**config.mk**
```make
export PLATFORM = sky130hd
export DESIGN_NAME = led_chan_driver
export DESIGN_NICKNAME = d
export VERILOG_FILES = /design/src/rtl/led_drv_pkg.sv /design/src/rtl/led_chan.sv /design/src/rtl/led_chan_driver.sv
export SDC_FILE = /design/constraint.sdc
export NUM_CORES = 1
export LEC_CHECK = 0
export CORE_MARGIN = 2
export CORE_UTILIZATION = 40
export DETAILED_ROUTE_END_ITERATION = 12
export PLACE_DENSITY = 0.55
export SLEW_MARGIN = 10
export SYNTH_ARGS = -nofsm -noshare
export SYNTH_HDL_FRONTEND = slang
export SYNTH_HIERARCHICAL = 1
export SYNTH_SLANG_ARGS = --single-unit
```
**constraint.sdc**
```tcl
create_clock -name clk -period 2.8 [get_ports clk]
set_input_delay 0.7 -clock clk [delete_from_list [all_inputs] [get_ports clk]]
set_output_delay 0.7 -clock clk [all_outputs]
set_load 0.02 [all_outputs]
```
**src/rtl/led_drv_pkg.sv**
```systemverilog
// Shared types for the LED channel driver: channel modes, config record and
// the per-channel output rule.
package led_drv_pkg;
  localparam int LED_CNT_W = 16;

  typedef enum logic [1:0] {
    LED_OFF   = 2'd0,
    LED_ON    = 2'd1,
    LED_BLINK = 2'd2,
    LED_PWM   = 2'd3
  } led_mode_e;

  typedef struct packed {
    led_mode_e             mode;
    logic [LED_CNT_W-1:0]  period;
    logic [LED_CNT_W-1:0]  duty;
  } led_cfg_t;

  localparam led_cfg_t LED_CFG_RST = '{mode: LED_OFF, period: '0, duty: '0};

  function automatic logic led_level(input led_cfg_t c,
                                     input logic [LED_CNT_W-1:0] phase,
                                     input logic blink);
    logic lvl;
    lvl = 1'b0;
    case (c.mode)
      LED_OFF:   lvl = 1'b0;
      LED_ON:    lvl = 1'b1;
      LED_BLINK: lvl = blink;
      LED_PWM:   lvl = (phase < c.duty);
      default:   lvl = 1'b0;
    endcase
    return lvl;
  endfunction
endpackage

```
**src/rtl/led_chan.sv**
```systemverilog
// One LED channel: active/shadow config, phase counter, blink state and the
// registered output. Running BLINK/PWM configs are only replaced at a wrap.
module led_chan
  import led_drv_pkg::*;
(
  input  logic     clk,
  input  logic     rst,
  input  logic     tick,
  input  logic     wr_en,
  input  led_cfg_t wr_cfg,
  output logic     pending,
  output logic     led
);
  led_cfg_t             act, shd;
  logic [LED_CNT_W-1:0] phase;
  logic                 blink;
  logic                 direct, wrap;

  // Static modes have no period to protect, so they take writes at once.
  assign direct = (act.mode == LED_OFF) || (act.mode == LED_ON);
  assign wrap   = tick && (phase == act.period);

  always_ff @(posedge clk or posedge rst) begin
    if (rst) begin
      act     <= LED_CFG_RST;
      shd     <= LED_CFG_RST;
      phase   <= '0;
      blink   <= 1'b0;
      pending <= 1'b0;
      led     <= 1'b0;
    end else begin
      led <= led_level(act, phase, blink);
      if (wr_en && direct) begin
        act   <= wr_cfg;
        phase <= '0;
        blink <= 1'b0;
      end else begin
        if (wrap && pending) begin
          act     <= shd;
          phase   <= '0;
          blink   <= 1'b0;
          pending <= 1'b0;
        end else if (wrap) begin
          phase <= '0;
          blink <= ~blink;
        end else if (tick) begin
          phase <= phase + LED_CNT_W'(1);
        end
        if (wr_en) begin
          shd     <= wr_cfg;
          pending <= 1'b1;
        end
      end
    end
  end
endmodule

```
**src/rtl/led_chan_driver.sv**
```systemverilog
// Multi-channel LED driver: one shared prescaler tick-enable feeding N_CH
// independent OFF/ON/BLINK/PWM channels behind a valid/ready config port.
module led_chan_driver
  import led_drv_pkg::*;
#(
  parameter int CLK_HZ  = 48_000_000,
  parameter int TICK_HZ = 10_000,
  parameter int N_CH    = 3,
  parameter int CNT_W   = 16
) (
  input  logic                    clk,
  input  logic                    rst,
  input  logic                    cfg_valid,
  output logic                    cfg_ready,
  input  logic [$clog2(N_CH)-1:0] cfg_ch,
  input  logic [1:0]              cfg_mode,
  input  logic [CNT_W-1:0]        cfg_period,
  input  logic [CNT_W-1:0]        cfg_duty,
  output logic [N_CH-1:0]         led,
  output logic                    tick
);
  localparam int DIV  = CLK_HZ / TICK_HZ;
  localparam int PS_W = $clog2(DIV);
  localparam int CH_W = $clog2(N_CH);

  if ((CLK_HZ % TICK_HZ) != 0 || DIV < 2) begin : g_bad_div
    $error("led_chan_driver: CLK_HZ/TICK_HZ must be an integer >= 2");
  end
  if (N_CH < 2 || CNT_W > LED_CNT_W) begin : g_bad_size
    $error("led_chan_driver: need N_CH >= 2 and CNT_W <= LED_CNT_W");
  end

  logic [PS_W-1:0]      ps_cnt;
  logic [N_CH-1:0]      pending;
  logic [2**CH_W-1:0]   pend_pad;
  logic                 accept;
  led_cfg_t             wr_cfg;

  always_ff @(posedge clk or posedge rst) begin
    if (rst)       ps_cnt <= '0;
    else if (tick) ps_cnt <= '0;
    else           ps_cnt <= ps_cnt + PS_W'(1);
  end
  assign tick = (ps_cnt == PS_W'(DIV - 1));

  // Unused channel codes read as "not pending", so they are accepted and dropped.
  always_comb begin
    pend_pad             = '0;
    pend_pad[N_CH-1:0]   = pending;
  end
  assign cfg_ready = ~pend_pad[cfg_ch];
  assign accept    = cfg_valid && cfg_ready;
  assign wr_cfg    = '{mode:   led_mode_e'(cfg_mode),
                       period: LED_CNT_W'(cfg_period),
                       duty:   LED_CNT_W'(cfg_duty)};

  for (genvar i = 0; i < N_CH; i++) begin : g_ch
    led_chan u_chan (
      .clk     (clk),
      .rst     (rst),
      .tick    (tick),
      .wr_en   (accept && (cfg_ch == CH_W'(i))),
      .wr_cfg  (wr_cfg),
      .pending (pending[i]),
      .led     (led[i])
    );
  end
endmodule

```
==> results.yml <==
outcome:
  status: "finished, final reports clean"
clock_network:
  clk_pin_slew_ns: 0.06
  cts_sinks: 274
  cts_tree: "yes"
  root_buffer: "clkbuf_16"
  hold_buffers: 0
  cts_made_buffers: 34
  htreeDepth: 2
  clk_latency_ns: 0.50
  clockBufferDepth: 3
power:
  p_sw_mw: 2.069
  p_int_mw: 7.031
  power-per-cell-area_nw_per_um2: 550.7
  pwr-share-comb_pct: 5.6
  sw_frac_of_total_pct: 22.74
  p_seq_share_pct: 45.1
  p_leak_nw: 7.788
  ir_drop_v: 0.0004223
  pwr-share-clk_pct: 49.3
  power_mw: 9.100
worst_setup_path:
  r2r_start: "ps_cnt[8]"
  critPathKind: "reg -> out"
  critPathMaxFanout: 3
  timing.critical_path.to_type: "primary output"
  cp.arrival_ns: 1.97
  cp-startpoint: "ps_cnt[8]"
  worst_setup_path_start_kind: "flip-flop"
  cp.required_ns: 2.10
  r2r_cells: 9
synth:
  syn-cell-area_sq_um: 14110
  ys.flop_type: "dfrtp_1"
  muxShareOfSynthArea_pct: 8.282
  synth_compound_area_share_pct: 4.034
  synth_top_area_share_pct: 48.59
  synth_edf_count: 0
  synth_top_family_by_area: "simple AND/OR/NAND/NOR gates"
  synth_cells: 1393
  yosysWarnings: 6
  yosysSeqAreaShare_pct: 48.59
  synthAdderAreaFrac_pct: 4.345
  synthTopCellsByArea: "dfrtp_1, mux2_2, nand3_1"
  synth-xor-area-share_pct: 5.400
  synth-seq-cells: 274
  ys_async_sr_fraction_pct: 100.0
  syn-mean-instance-area_sq_um: 10.13
  syn_nets: 1481
  ys_types: 51
  yosysTopAreaCell: "dfrtp_1"
  yosys.area_share.simple_pct: 24.53
die:
  start_util_pct: 40.75
  ios: 44
  die_width_um: 191.8
  fp.coreArea_sq_um: 34630
  rows: 68
  die_area_sq_um: 36800
  die_h_um: 191.8
timing:
  drv_slew: 0
  finalCritPeriodShare_pct: 95.50
  slew_headroom_pct: 64.28
  setup-violations-final: 0
  finalWorstSetupSlack_ns: 0.1260
  layout_min_cycle_time_ns: 2.674
  tns_ns: 0
  worstMarginPinSlew_ns: 0.5341
  final_hold_viol_count: 0
  clock.fmax_ghz: 0.3740
  worst_clock_skew_ns: 0.02227
global_routing:
  grt_pass1_wl_um: 59240
  grt.total_usage_pct: 20.79
  grt_pass1_vias: 10129
  antenna_found_initial: 1
  grt.overflow.total: 0
  grt_max_degree: 57
detailed_routing:
  drc: 0
  drt_iter0_drc: 621
  wl_um: 36480
  first_pass_iters: 5
  ant_nets: 0
  wl_per_cell_um: 18.94
  vias_per_cell: 5.387
  via_count: 10375
final_layout:
  fin_util_pct: 47.72
  finalInstanceArea_sq_um: 16520
  multi_input_area_sq_um: 6608
  n_antenna_cell: 0
  seq_area_sq_um: 6857
  final_cell_mix: "dfrtp_1, nand3_1, nand2_1"
  nets: 1534
  fillCellCount: 3224
  drive_gt1_share_pct: 16.72
  layout_commonest_cell: "dfrtp_1"
  area_delta_synth_final_pct: 17.10
run:
  cap_violations: 0
hold_path:
  min-delay-start: "g_ch[1].u_chan/shd[11]"
  hp-class: "reg -> reg"
  whs_path_depth: 2
placement:
  portBuffers: 43
  postPlaceCellArea_sq_um: 15350
  place_congestion: 0.8298
  pre_cts_ws_ns: -0.1197
  dp_hpwl_um: 25350
==> cell usage after synthesis, drive strengths merged, types with 4 or more instances <==
master / n
o31ai: 5
nand4: 30
nor2b: 6
and3: 7
o22ai: 4
ha: 49
a21o: 15
mux2: 102
a22oi: 6
nand3: 229
nor4: 10
and2: 5
xnor2: 25
nand2: 137
nand2b: 13
nor3: 30
a21oi: 20
or3: 46
xor2: 62
inv: 70
nand3b: 57
dfrtp: 274
nor2: 58
clkbuf: 44
buf: 34
o21ai: 25
==> critical path: stages (launching register included) <==
cell and delay, ns:
dfrtp_1 0.42, nand4bb_1 0.27, nor4_4 0.31, and2_4 0.23, clkdlybuf4s15_2 0.26
==> power by group through the flow <==
| stage | clock network, mW | registers, mW | logic (mW) |
|---|---|---|---|
| finish | 4.49 | 4.10 | 0.510 |
| global route | 4.77 | 4.11 | 0.576 |
| CTS | 4.59 | 4.10 | 0.524 |
| detailed placement | 0 | 4.18 | 0.522 |
| global placement | 0 | 4.18 | 0.511 |
| floorplan | 0 | 4.14 | 0.282 |
==> cells by family after synthesis <==
group,after synthesis
compound gates,90
xor+xnor,87
mux,104
buf+inv,148
simple gates,641
fa+ha+maj,49
flops,274
==> worst paths after layout <==
| kind | to | slack, ns |
|---|---|---|
| max in group asynchronous | g_ch[0].u_chan/act[30] | 1.45 |
| min | g_ch[1].u_chan/act[11] | 0.50 |
| max reg2reg | g_ch[0].u_chan/act[32] | 0.26 |
| min reg2reg | g_ch[1].u_chan/act[11] | 0.50 |
| max | tick | 0.13 |
| min in group asynchronous | g_ch[2].u_chan/shd[12] | 0.77 |
==> registers in the layout, indices dropped and copies added, names as in the netlist <==
register / flops
g_ch.u_chan/led: 3
g_ch.u_chan/act: 102
ps_cnt: 13
g_ch.u_chan/shd: 102
g_ch.u_chan/pending: 3
g_ch.u_chan/blink: 3
g_ch.u_chan/phase: 48
==> through the flow <==
step / hold WS, ns / cells
final: 0.4974 / 1926
after global routing: 0.5126 / 1926
after global placement: 0.4830 / 1863
after CTS: 0.5005 / 1924
after detailed placement: 0.4860 / 1863
after floorplan: 0.4546 / 1393
==> timing repair <==
| action | in CTS | in global routing |
|---|---|---|
| resized for setup | 5 | 0 |
| pin swaps | 0 | 2 |
| setup endpoints to repair | 2 | 2 |
| setup buffers | 0 | 2 |
==> layer usage <==
metal / share of wire (%) / global-route usage [%] / vias to the layer above
met5: 0 / 0 / -
met1: 50 / 31.39 / 5159
met4: 2.4 / 5.592 / 0
met3: 4.3 / 2.704 / 47
met2: 43 / 31.21 / 198
li1: - / - / 4971
==> cell type report <==
| type | instances | area share (%) |
|---|---|---|
| sequential | 274 | 41.49 |
| multi-input combinational | 971 | 39.99 |
| clock buffer | 53 | 6.451 |
| timing repair buffer | 95 | 6.406 |
| tap | 455 | 3.445 |
| inverter | 70 | 1.658 |
| clock inverter | 8 | 0.5603 |
No activity file was read; power rests on OpenSTA's default activity.
